**config.mk**
```make
export PLATFORM = sky130hd
export DESIGN_NAME = uc_processador
export DESIGN_NICKNAME = d
export VERILOG_FILES = /design/src/rtl/uc_processador.sv
export SDC_FILE = /design/constraint.sdc
export NUM_CORES = 1
export LEC_CHECK = 0
export BUFFER_PORTS_ARGS = -buffer_cell sky130_fd_sc_hd__buf_2
export CAP_MARGIN = 15
export CORE_MARGIN = 10
export CORE_UTILIZATION = 49
export CTS_BUF_LIST = sky130_fd_sc_hd__clkbuf_16
export CTS_CLUSTER_DIAMETER = 50
export DETAILED_ROUTE_END_ITERATION = 8
export GPL_TIMING_DRIVEN = 0
export PLACE_DENSITY = 0.89
export SYNTH_ARGS = -nofsm -noshare
export SYNTH_HDL_FRONTEND = slang
export SYNTH_SLANG_ARGS = --single-unit
```
**constraint.sdc**
```tcl
create_clock -name clk -period 4.6 [get_ports clk]
set_clock_uncertainty 0.15 [all_clocks]
set_input_delay 0.92 -clock clk [delete_from_list [all_inputs] [get_ports clk]]
set_output_delay 0.92 -clock clk [all_outputs]
set_load 0.1 [all_outputs]
```
**src/rtl/uc_processador.sv**
```systemverilog
// Multicycle LEGv8-subset control unit: fetch/decode/exec(/wb), drives datapath controls, owns PC and IR.
// Latency: 3 cycles per instruction, 4 for LDUR; first FETCH the cycle after start.
// Backpressure: none, runs freely once started. Optional CBNZ decode via `UC_CBNZ_EN.
module uc_processador #(
  parameter logic [63:0] RESET_PC = 64'd0
) (
  input  logic        clk,
  input  logic        rst_n,
  input  logic        start,
  output logic [63:0] imem_addr,
  input  logic [31:0] imem_data,
  output logic [4:0]  Ra,
  output logic [4:0]  Rb,
  output logic [4:0]  Rw,
  output logic        WE_reg,
  output logic        WE_mem,
  output logic [63:0] OFFSET,
  output logic [1:0]  OP_MEM_I,
  output logic        ADD_SUB,
  input  logic [5:0]  flags,
  output logic [63:0] pc,
  output logic        halted,
  output logic [31:0] retired
);

  typedef enum logic [2:0] {
    S_IDLE,
    S_FETCH,
    S_DECODE,
    S_EXEC,
    S_WB,
    S_HALT
  } state_t;

  typedef enum logic [3:0] {
    C_ADD,
    C_SUB,
    C_ADDI,
    C_SUBI,
    C_LDUR,
    C_STUR,
    C_B,
    C_CBZ,
    C_CBNZ,
    C_BAD
  } iclass_t;

  function automatic iclass_t classify(input logic [31:0] w);
    iclass_t c;
    c = C_BAD;
    if      (w[31:21] == 11'b10001011000) c = C_ADD;
    else if (w[31:21] == 11'b11001011000) c = C_SUB;
    else if (w[31:22] == 10'b1001000100)  c = C_ADDI;
    else if (w[31:22] == 10'b1101000100)  c = C_SUBI;
    else if (w[31:21] == 11'b11111000010) c = C_LDUR;
    else if (w[31:21] == 11'b11111000000) c = C_STUR;
    else if (w[31:26] == 6'b000101)       c = C_B;
    else if (w[31:24] == 8'b10110100)     c = C_CBZ;
`ifdef UC_CBNZ_EN
    else if (w[31:24] == 8'b10110101)     c = C_CBNZ;
`endif
    return c;
  endfunction

  state_t      state, state_nxt;
  logic [31:0] ir;
  iclass_t     dec_cls, ir_cls;
  logic        pc_step;
  logic        cb_taken;
  logic [63:0] b_disp, cb_disp, pc_nxt;
  logic [4:0]  f_rd, f_rn, f_rm;

  // Only the zero flag and IR's opcode/offset bits are consumed after DECODE.
  logic unused_bits;
  assign unused_bits = ^{flags[5:1], ir[4:0]};

  assign dec_cls   = classify(imem_data);
  assign ir_cls    = classify(ir);
  assign imem_addr = pc;

  assign f_rd = imem_data[4:0];
  assign f_rn = imem_data[9:5];
  assign f_rm = imem_data[20:16];

  assign b_disp   = {{36{ir[25]}}, ir[25:0], 2'b00};
  assign cb_disp  = {{43{ir[23]}}, ir[23:5], 2'b00};
  assign cb_taken = (ir_cls == C_CBZ  &&  flags[0]) ||
                    (ir_cls == C_CBNZ && !flags[0]);

  always_comb begin
    pc_nxt = pc + 64'd4;
    if (ir_cls == C_B)
      pc_nxt = pc + b_disp;
    else if (cb_taken)
      pc_nxt = pc + cb_disp;
  end

  always_ff @(posedge clk or negedge rst_n) begin
    if (!rst_n)
      state <= S_IDLE;
    else
      state <= state_nxt;
  end

  // Write enables decode straight from the state register so reset kills them at once.
  always_comb begin
    state_nxt = state;
    WE_reg    = 1'b0;
    WE_mem    = 1'b0;
    pc_step   = 1'b0;
    case (state)
      S_IDLE:   if (start) state_nxt = S_FETCH;
      S_FETCH:  state_nxt = S_DECODE;
      S_DECODE: state_nxt = (dec_cls == C_BAD) ? S_HALT : S_EXEC;
      S_EXEC: begin
        WE_reg = (ir_cls == C_ADD)  || (ir_cls == C_SUB) ||
                 (ir_cls == C_ADDI) || (ir_cls == C_SUBI);
        WE_mem = (ir_cls == C_STUR);
        if (ir_cls == C_LDUR) begin
          state_nxt = S_WB;
        end else begin
          state_nxt = S_FETCH;
          pc_step   = 1'b1;
        end
      end
      S_WB: begin
        WE_reg    = 1'b1;
        pc_step   = 1'b1;
        state_nxt = S_FETCH;
      end
      S_HALT:   state_nxt = S_HALT;
      default:  state_nxt = S_IDLE;
    endcase
  end

  always_ff @(posedge clk or negedge rst_n) begin
    if (!rst_n) begin
      pc      <= RESET_PC;
      retired <= 32'd0;
    end else if (pc_step) begin
      pc      <= pc_nxt;
      retired <= retired + 32'd1;
    end
  end

  // Field outputs are captured once per instruction and then held until the next DECODE.
  always_ff @(posedge clk or negedge rst_n) begin
    if (!rst_n) begin
      ir       <= 32'd0;
      halted   <= 1'b0;
      Ra       <= 5'd0;
      Rb       <= 5'd0;
      Rw       <= 5'd0;
      OFFSET   <= 64'd0;
      OP_MEM_I <= 2'd0;
      ADD_SUB  <= 1'b0;
    end else if (state == S_DECODE) begin
      ir <= imem_data;
      case (dec_cls)
        C_ADD, C_SUB: begin
          Ra       <= f_rn;
          Rb       <= f_rm;
          Rw       <= f_rd;
          OP_MEM_I <= 2'd0;
          ADD_SUB  <= (dec_cls == C_SUB);
        end
        C_ADDI, C_SUBI: begin
          Ra       <= f_rn;
          Rb       <= f_rn;
          Rw       <= f_rd;
          OFFSET   <= {52'd0, imem_data[21:10]};
          OP_MEM_I <= 2'd2;
          ADD_SUB  <= (dec_cls == C_SUBI);
        end
        C_LDUR, C_STUR: begin
          Ra       <= f_rd;
          Rb       <= f_rn;
          Rw       <= f_rd;
          OFFSET   <= {{55{imem_data[20]}}, imem_data[20:12]};
          OP_MEM_I <= 2'd1;
          ADD_SUB  <= 1'b0;
        end
        C_CBZ, C_CBNZ: begin
          Ra       <= f_rd;
          Rb       <= 5'd31;
          OP_MEM_I <= 2'd0;
          ADD_SUB  <= 1'b0;
        end
        C_BAD:   halted <= 1'b1;
        default: ;
      endcase
    end
  end

endmodule

```
### Word-level counts from Yosys, hierarchy flattened

Cells that the tools add are included.

* flip-flop bits (word level): 214
* input port bits: 41
* output and inout port bits: 245
* word-level logic and storage cells: 115

* add/sub/neg operators: 4
* equality and inequality tests: 38
* multiplexer cells: 31
* reduce and logical (&&, ||, !) cells: 31

Operator list (number)
* $add 64x64->64: 2
* $mux 64: 2
* $pmux 64 s2: 1
* $eq 11x11->1 const B: 8
* $add 64x3->64 const B: 1
* $mux 4: 16
* $eq 10x10->1 const B: 4
* $add 32x1->32 const B: 1
* $eq 4x3->1 const B: 7
* $pmux 3 s6: 1
* $eq 4x2->1 const B: 4
* $eq 8x8->1 const B: 2
* $reduce_or 4->1: 4
* $pmux 5 s3: 1
* $reduce_and 2->1: 7
* $eq 4x4->1 const B: 3
* $eq 6x3->1 const B: 2
* $pmux 5 s2: 1
* $mux 3: 3
* $reduce_bool 3->1: 3
* $eq 4x1->1 const B: 2
* $logic_not 4->1: 2
* $reduce_or 2->1: 4
* $eq 3x2->1 const B: 2
* other kinds (13): 21

### Depth between registers and ports, before layout

* word-level depth: 14
* mapped depth: 20
* depth with buffers taken out: 18

### Least setup slack after synthesis

Ideal clock, no wire load.

* path type: flip-flop to flip-flop
* from: register ir[23]
* to: register pc[63] (netlist: imem_addr[63])
* library setup time: 162 ps
* arrival: 4591 ps
* data required time: 4288 ps
* setup slack: -303 ps
* stages on the path, launching flop included: 20
* buffers on the path: 1
* clock period less this slack: 4903 ps
* cell sequence: dfrtp_1 or3_1 a211o_1 o211ai_2 and4_4 nand3b_4 a21boi_1 inv_1 ha_1 clkbuf_1 nor2_1 nor2_1 and3_1 o32a_1 o31a_1 a31oi_1 o21ai_1 nand4_1 o211ai_2 xor2_1

* word-level cells in the longest chain between the ends: 12
* elaborated cells between the ends (all ways): 25
* classes of those cells: add/sub (2); eq/ne (10); mux (10); reduce/logical (3)

RTL lines
* from (decl): RTL line 66 `logic [31:0] ir;`
* from (signal assigned): RTL line 158 `ir <= imem_data;`
* $eq 11x11->1: RTL line 56 `else if (w[31:21] == 11'b11111000000) c = C_STUR;`
* $mux 4: RTL line 56
* $mux 4: RTL line 55 `else if (w[31:21] == 11'b11111000010) c = C_LDUR;`
* $mux 4: RTL line 54 `else if (w[31:22] == 10'b1101000100) c = C_SUBI;`
* $mux 4: RTL line 53 `else if (w[31:22] == 10'b1001000100) c = C_ADDI;`
* $mux 4: RTL line 52 `else if (w[31:21] == 11'b11001011000) c = C_SUB;`
* $mux 4: RTL line 51 `if (w[31:21] == 11'b10001011000) c = C_ADD;`
* $eq 4x3->1 / $eq 4x4->1 (equally long branches): RTL line 87, 88
* $logic_and 1x1->1, on equally long branches: RTL line 87, 88
* $logic_or 1x1->1: RTL line 87 `assign cb_taken = (ir_cls == C_CBZ && flags[0]) ||`
* $mux 64: RTL line 94 `else if (cb_taken)`
* $mux 64: RTL line 92 `if (ir_cls == C_B)`
* to (signal assigned): RTL line 141 `pc <= pc_nxt;`
* to (decl): RTL line 21 `output logic [63:0] pc,`

Several ways; a longest one is shown, not always the timed one.
A chain may end at the register's enable or synchronous reset.

### Worst setup path in the final report

* from: register ir[27]
* to: register pc[62] (netlist: imem_addr[62])

* word-level cells in the longest chain between the ends: 14
* elaborated cells between the ends (all ways): 27
* classes of those cells: eq/ne (12); mux (12); reduce/logical (3)

RTL lines
* $eq 8x8->1: RTL line 58 `else if (w[31:24] == 8'b10110100) c = C_CBZ;`
* $mux 4: RTL line 58
* $mux 4: RTL line 57 `else if (w[31:26] == 6'b000101) c = C_B;`
* $mux 4: RTL line 56
* $mux 4: RTL line 55
* $mux 4: RTL line 54
* $mux 4: RTL line 53
* $mux 4: RTL line 52
* $mux 4 (*): RTL line 51
* $eq 4x3->1 / $eq 4x4->1 (equally long branches): RTL line 87, 88
* $logic_and 1x1->1, on equally long branches: RTL line 87, 88
* $logic_or 1x1->1: RTL line 87
* $mux 64: RTL line 94
* $mux 64: RTL line 92

Mark *: on every way between the ends. The rest lies on a longest branch, timed or not.

==> flow_summary_export.csv <==
group,metric,value,unit
critical_path,slowest_stage,"nor4_1",
critical_path,path_buf_inv,3,
die,coreArea,22570,um^2
sta,tns,-1.955,ns
final_layout,syn2layout_area_growth,36.20,%
synth,async_reset_ff_frac,1.000,
route,via_per_inst,5.875,
place,port_buffers,276,
clocking,cts_buffers,17,
final_layout,stdcell_count,1925,
grt,grt_pass1_vias,10592,
synth,seq_area_frac_synth,0.3601,
clocking,cts_sinks,161,
synth,post_synth.cell_area_avg,8.880,um^2
job,maxCapViolCount,0,
grt,grt_max_degree,126,
die,num_rows,55,
pwr,p_sw_frac,0.6021,
sta,maxSlewViolCount,0,
pwr,comb_power_share,0.671,
sta,finalCritPeriodShare,1.058,
place,place_congestion,0.9276,
final_layout,multiInputGateArea,6934,um^2
route,ant_nets,0,
pwr,switchingPower,6.963,mW
die,die_width,171.1,um
route,wl_per_cell,20.06,um
die,die_h,171.1,um
critical_path,crit_type,"register to register",
critical_path,crit_arrival,5.06,ns
final_layout,nets,1730,
die,start_util,0.4957,
pwr,p_int,4.601,mW
pwr,power.density,758.9,nW/um^2
sta,setup_viol,15,
synth,synth-seq-cells,161,
critical_path,cp_max_fo,8,
pwr,p_seq_frac,0.205,
sta,worst_slew_pin_slew,0.8747,ns
sta,clock.fmax,0.2054,GHz
critical_path,crit_family,"simple AND/OR/NAND/NOR gates",
final_layout,drive_above_1_share,0.4145,
hold_path,worstHoldPathType,"primary input to asynchronous set/reset pin",
critical_path,end_kind,"register",
pwr,leakagePower,7.352,nW
clocking,htree_levels,4,
synth,yosys.cell_types.count,77,
clocking,cts_buffer_depth,2,
grt,gr-usage-all-layers,0.2309,
critical_path,critPathLaunchType,"register",
route,drt_pass1_iterations,6,
place,dpl_worst_slack,-1.376,ns
sta,min_period,4.869,ns
final_layout,ff_latch_area,4033,um^2
clocking,clkTransAtPathRegs,0.07,ns
route,vias,11309,
sta,finalHoldViolations,0,
status,violations,"setup timing",
synth,synth_top_flop_cell,"dfrtp_1",
place,place_hpwl,26610,um
die,ios,286,
route,drt-total-wl,38610,um
route,drtIter0Drc,1116,
clocking,clk_latency,0.44,ns
clocking,cts-hold-fix-buffers,0,
synth,ys_warn_count,0,
sta,relSlewSlack,0.4169,
route,drc,0,
final_layout,n_fill_cell,1646,
synth,synth-edff-count,0,
clocking,clock-root-buffer,"clkbuf_16",
sta,setup_ws,-0.2690,ns
critical_path,max_stage_delay,0.46,ns
synth,netlist_area,11190,um^2
grt,grt_pass1_wl,54740,um
status,status,"finished with violations",
critical_path,required,4.79,ns
place,place_inst,1826,
sta,rsz0062_at_grt,"true",
clocking,cts_tree,"built",
critical_path,path_cells,"or3b_1, a211o_1, o211ai_2, and4_4, buf_8, buf_6, a22o_1, ha_1, buf_6, nand4_1, nor4_1, nor2_1, nand3_2, nand4_1, o31ai_4, a31oi_4, o32ai_4, nor4_2, a211oi_2",
die,dieArea,29280,um^2
grt,grt_overflow,0,
pwr,power.clock.fraction,0.124,
synth,synthCells,1260,
pwr,ir_worst_vdd,0.0005797,V
grt,antenna_found_initial,2,
## final timing paths
check / cells after the start / to / slack (ns) / startpoint
setup / recovery: 19 / imem_addr[62] / -0.27 / ir[27]
hold / removal: 1 / imem_addr[39] / 0.20 / rst_n
setup reg to reg: 19 / imem_addr[62] / -0.27 / ir[27]
hold reg to reg: 1 / retired[31] / 0.32 / retired[31]
max in group asynchronous: 2 / ir[21] / 3.15 / rst_n
min in group clk: 1 / retired[31] / 0.32 / retired[31]
## metal layers
metal | part of all wire | up-vias | track usage
li1 | - | 5101 | -
met1 | 0.38 | 5412 | 0.2760
met2 | 0.49 | 664 | 0.3884
met3 | 0.086 | 130 | 0.05300
met4 | 0.037 | 2 | 0.1013
met5 | 0.00018 | - | 0
## layout by cell type, fill, tap and decap left out, types with 23 or more instances in the layout
cell type  Yosys  final
xor2_1        36     35
ha_1          62     27
clkbuf_1      48     37
mux2_2        36     36
dfrtp_1      161    158
buf_2          5    276
a21o_1        31     31
ha_4           0     29
a21oi_1      117    104
nand4_1       23     23
nor2_1       108    106
inv_1         27     25
nand2_1      117    116
o21ai_1       34     31
buf_4        117    174
xnor2_1       53     51
nand3_1       29     26
o21ai_0       30     28
## area by class of cell
cell class,instances,share of cell area
well taps,285,0.02340
flip-flops and latches,161,0.2646
clock buffers,17,0.02792
repair inverters,1,0.0004927
diodes,2,0.0003284
repair buffers,349,0.1374
clock inverters,14,0.009278
multi-input cells,901,0.4550
inverters,29,0.007882
plain buffers,166,0.07365
## through the flow
stage | utilization | hold slack, ns | area (um^2) | power (mW)
detailed placement | 0.5865 | 0.3078 | 13240 | 9.393
CTS | 0.6278 | 0.2133 | 14170 | 10.95
global route | 0.6749 | 0.2190 | 15230 | 12.05
finish | 0.6751 | 0.2022 | 15240 | 11.56
global placement | 0.5836 | 0.3062 | 13170 | 9.255
floorplan | - | 0.3221 | 11430 | 8.095
## timing repair
item | 4_1_cts | 5_1_grt
gates cloned | 2 | 2
buffers inserted | 26 | 45
pin swaps | 19 | 66
gates resized for setup | 33 | 142
endpoints found under the setup margin | 41 | 29
## worst reg2reg max path: stages, from the launching register on
cell and delay (ns):
dfrtp_1 0.44, or3b_1 0.38, a211o_1 0.34, o211ai_2 0.16
and4_4 0.28, buf_8 0.14, buf_6 0.09, a22o_1 0.15
ha_1 0.15, buf_6 0.13, nand4_1 0.25, nor4_1 0.47
nor2_1 0.12, nand3_2 0.14, nand4_1 0.18, o31ai_4 0.39
a31oi_4 0.24, o32ai_4 0.30, nor4_2 0.09, a211oi_2 0.20
## state kept, by name (all words and copies together) (netlist names)
signal	cells
Ra	5
OP_MEM_I	2
retired	32
OFFSET	13
ADD_SUB	1
imem_addr	62
ir	32
halted	1
state	3
Rw	5
Rb	5
## power groups by stage
stage                     combinational (mW)  sequential [mW]  clock, mW
final                                   7.76             2.37       1.43
after global routing                    8.11             2.43       1.51
after CTS                               7.20             2.30       1.45
after detailed placement                7.05             2.34          0
after global placement                  6.94             2.31          0
after floorplan                         4.12             3.97          0
## cells in the mapped netlist, types with 12 or more instances
library cell,n,area [um^2]
a21o_1,31,232.7
a21oi_1,117,585.6
a22o_1,18,157.7
a31oi_1,20,125.1
and3_1,18,112.6
buf_4,117,878.3
clkbuf_1,48,180.2
dfrtp_1,161,4029
ha_1,62,775.7
inv_1,27,101.4
mux2_2,36,405.4
mux2i_1,12,120.1
nand2_1,117,439.2
nand3_1,29,145.1
nand4_1,23,143.9
nor2_1,108,405.4
o21ai_0,30,150.1
o21ai_1,34,170.2
xnor2_1,53,464.2
xor2_1,36,315.3
## cell families after synthesis
family,Yosys count,share of synthesized area
and+or+nand+nor,365,0.1559
AOI/OAI and AO/OA,332,0.1887
buffers and inverters,201,0.1072
DFF,161,0.3601
xor gates and xnor gates,89,0.06967
adders and majority gates,63,0.07112
muxes,48,0.04697
other,1,0.0003352
Power figures use the tool's default switching activity.
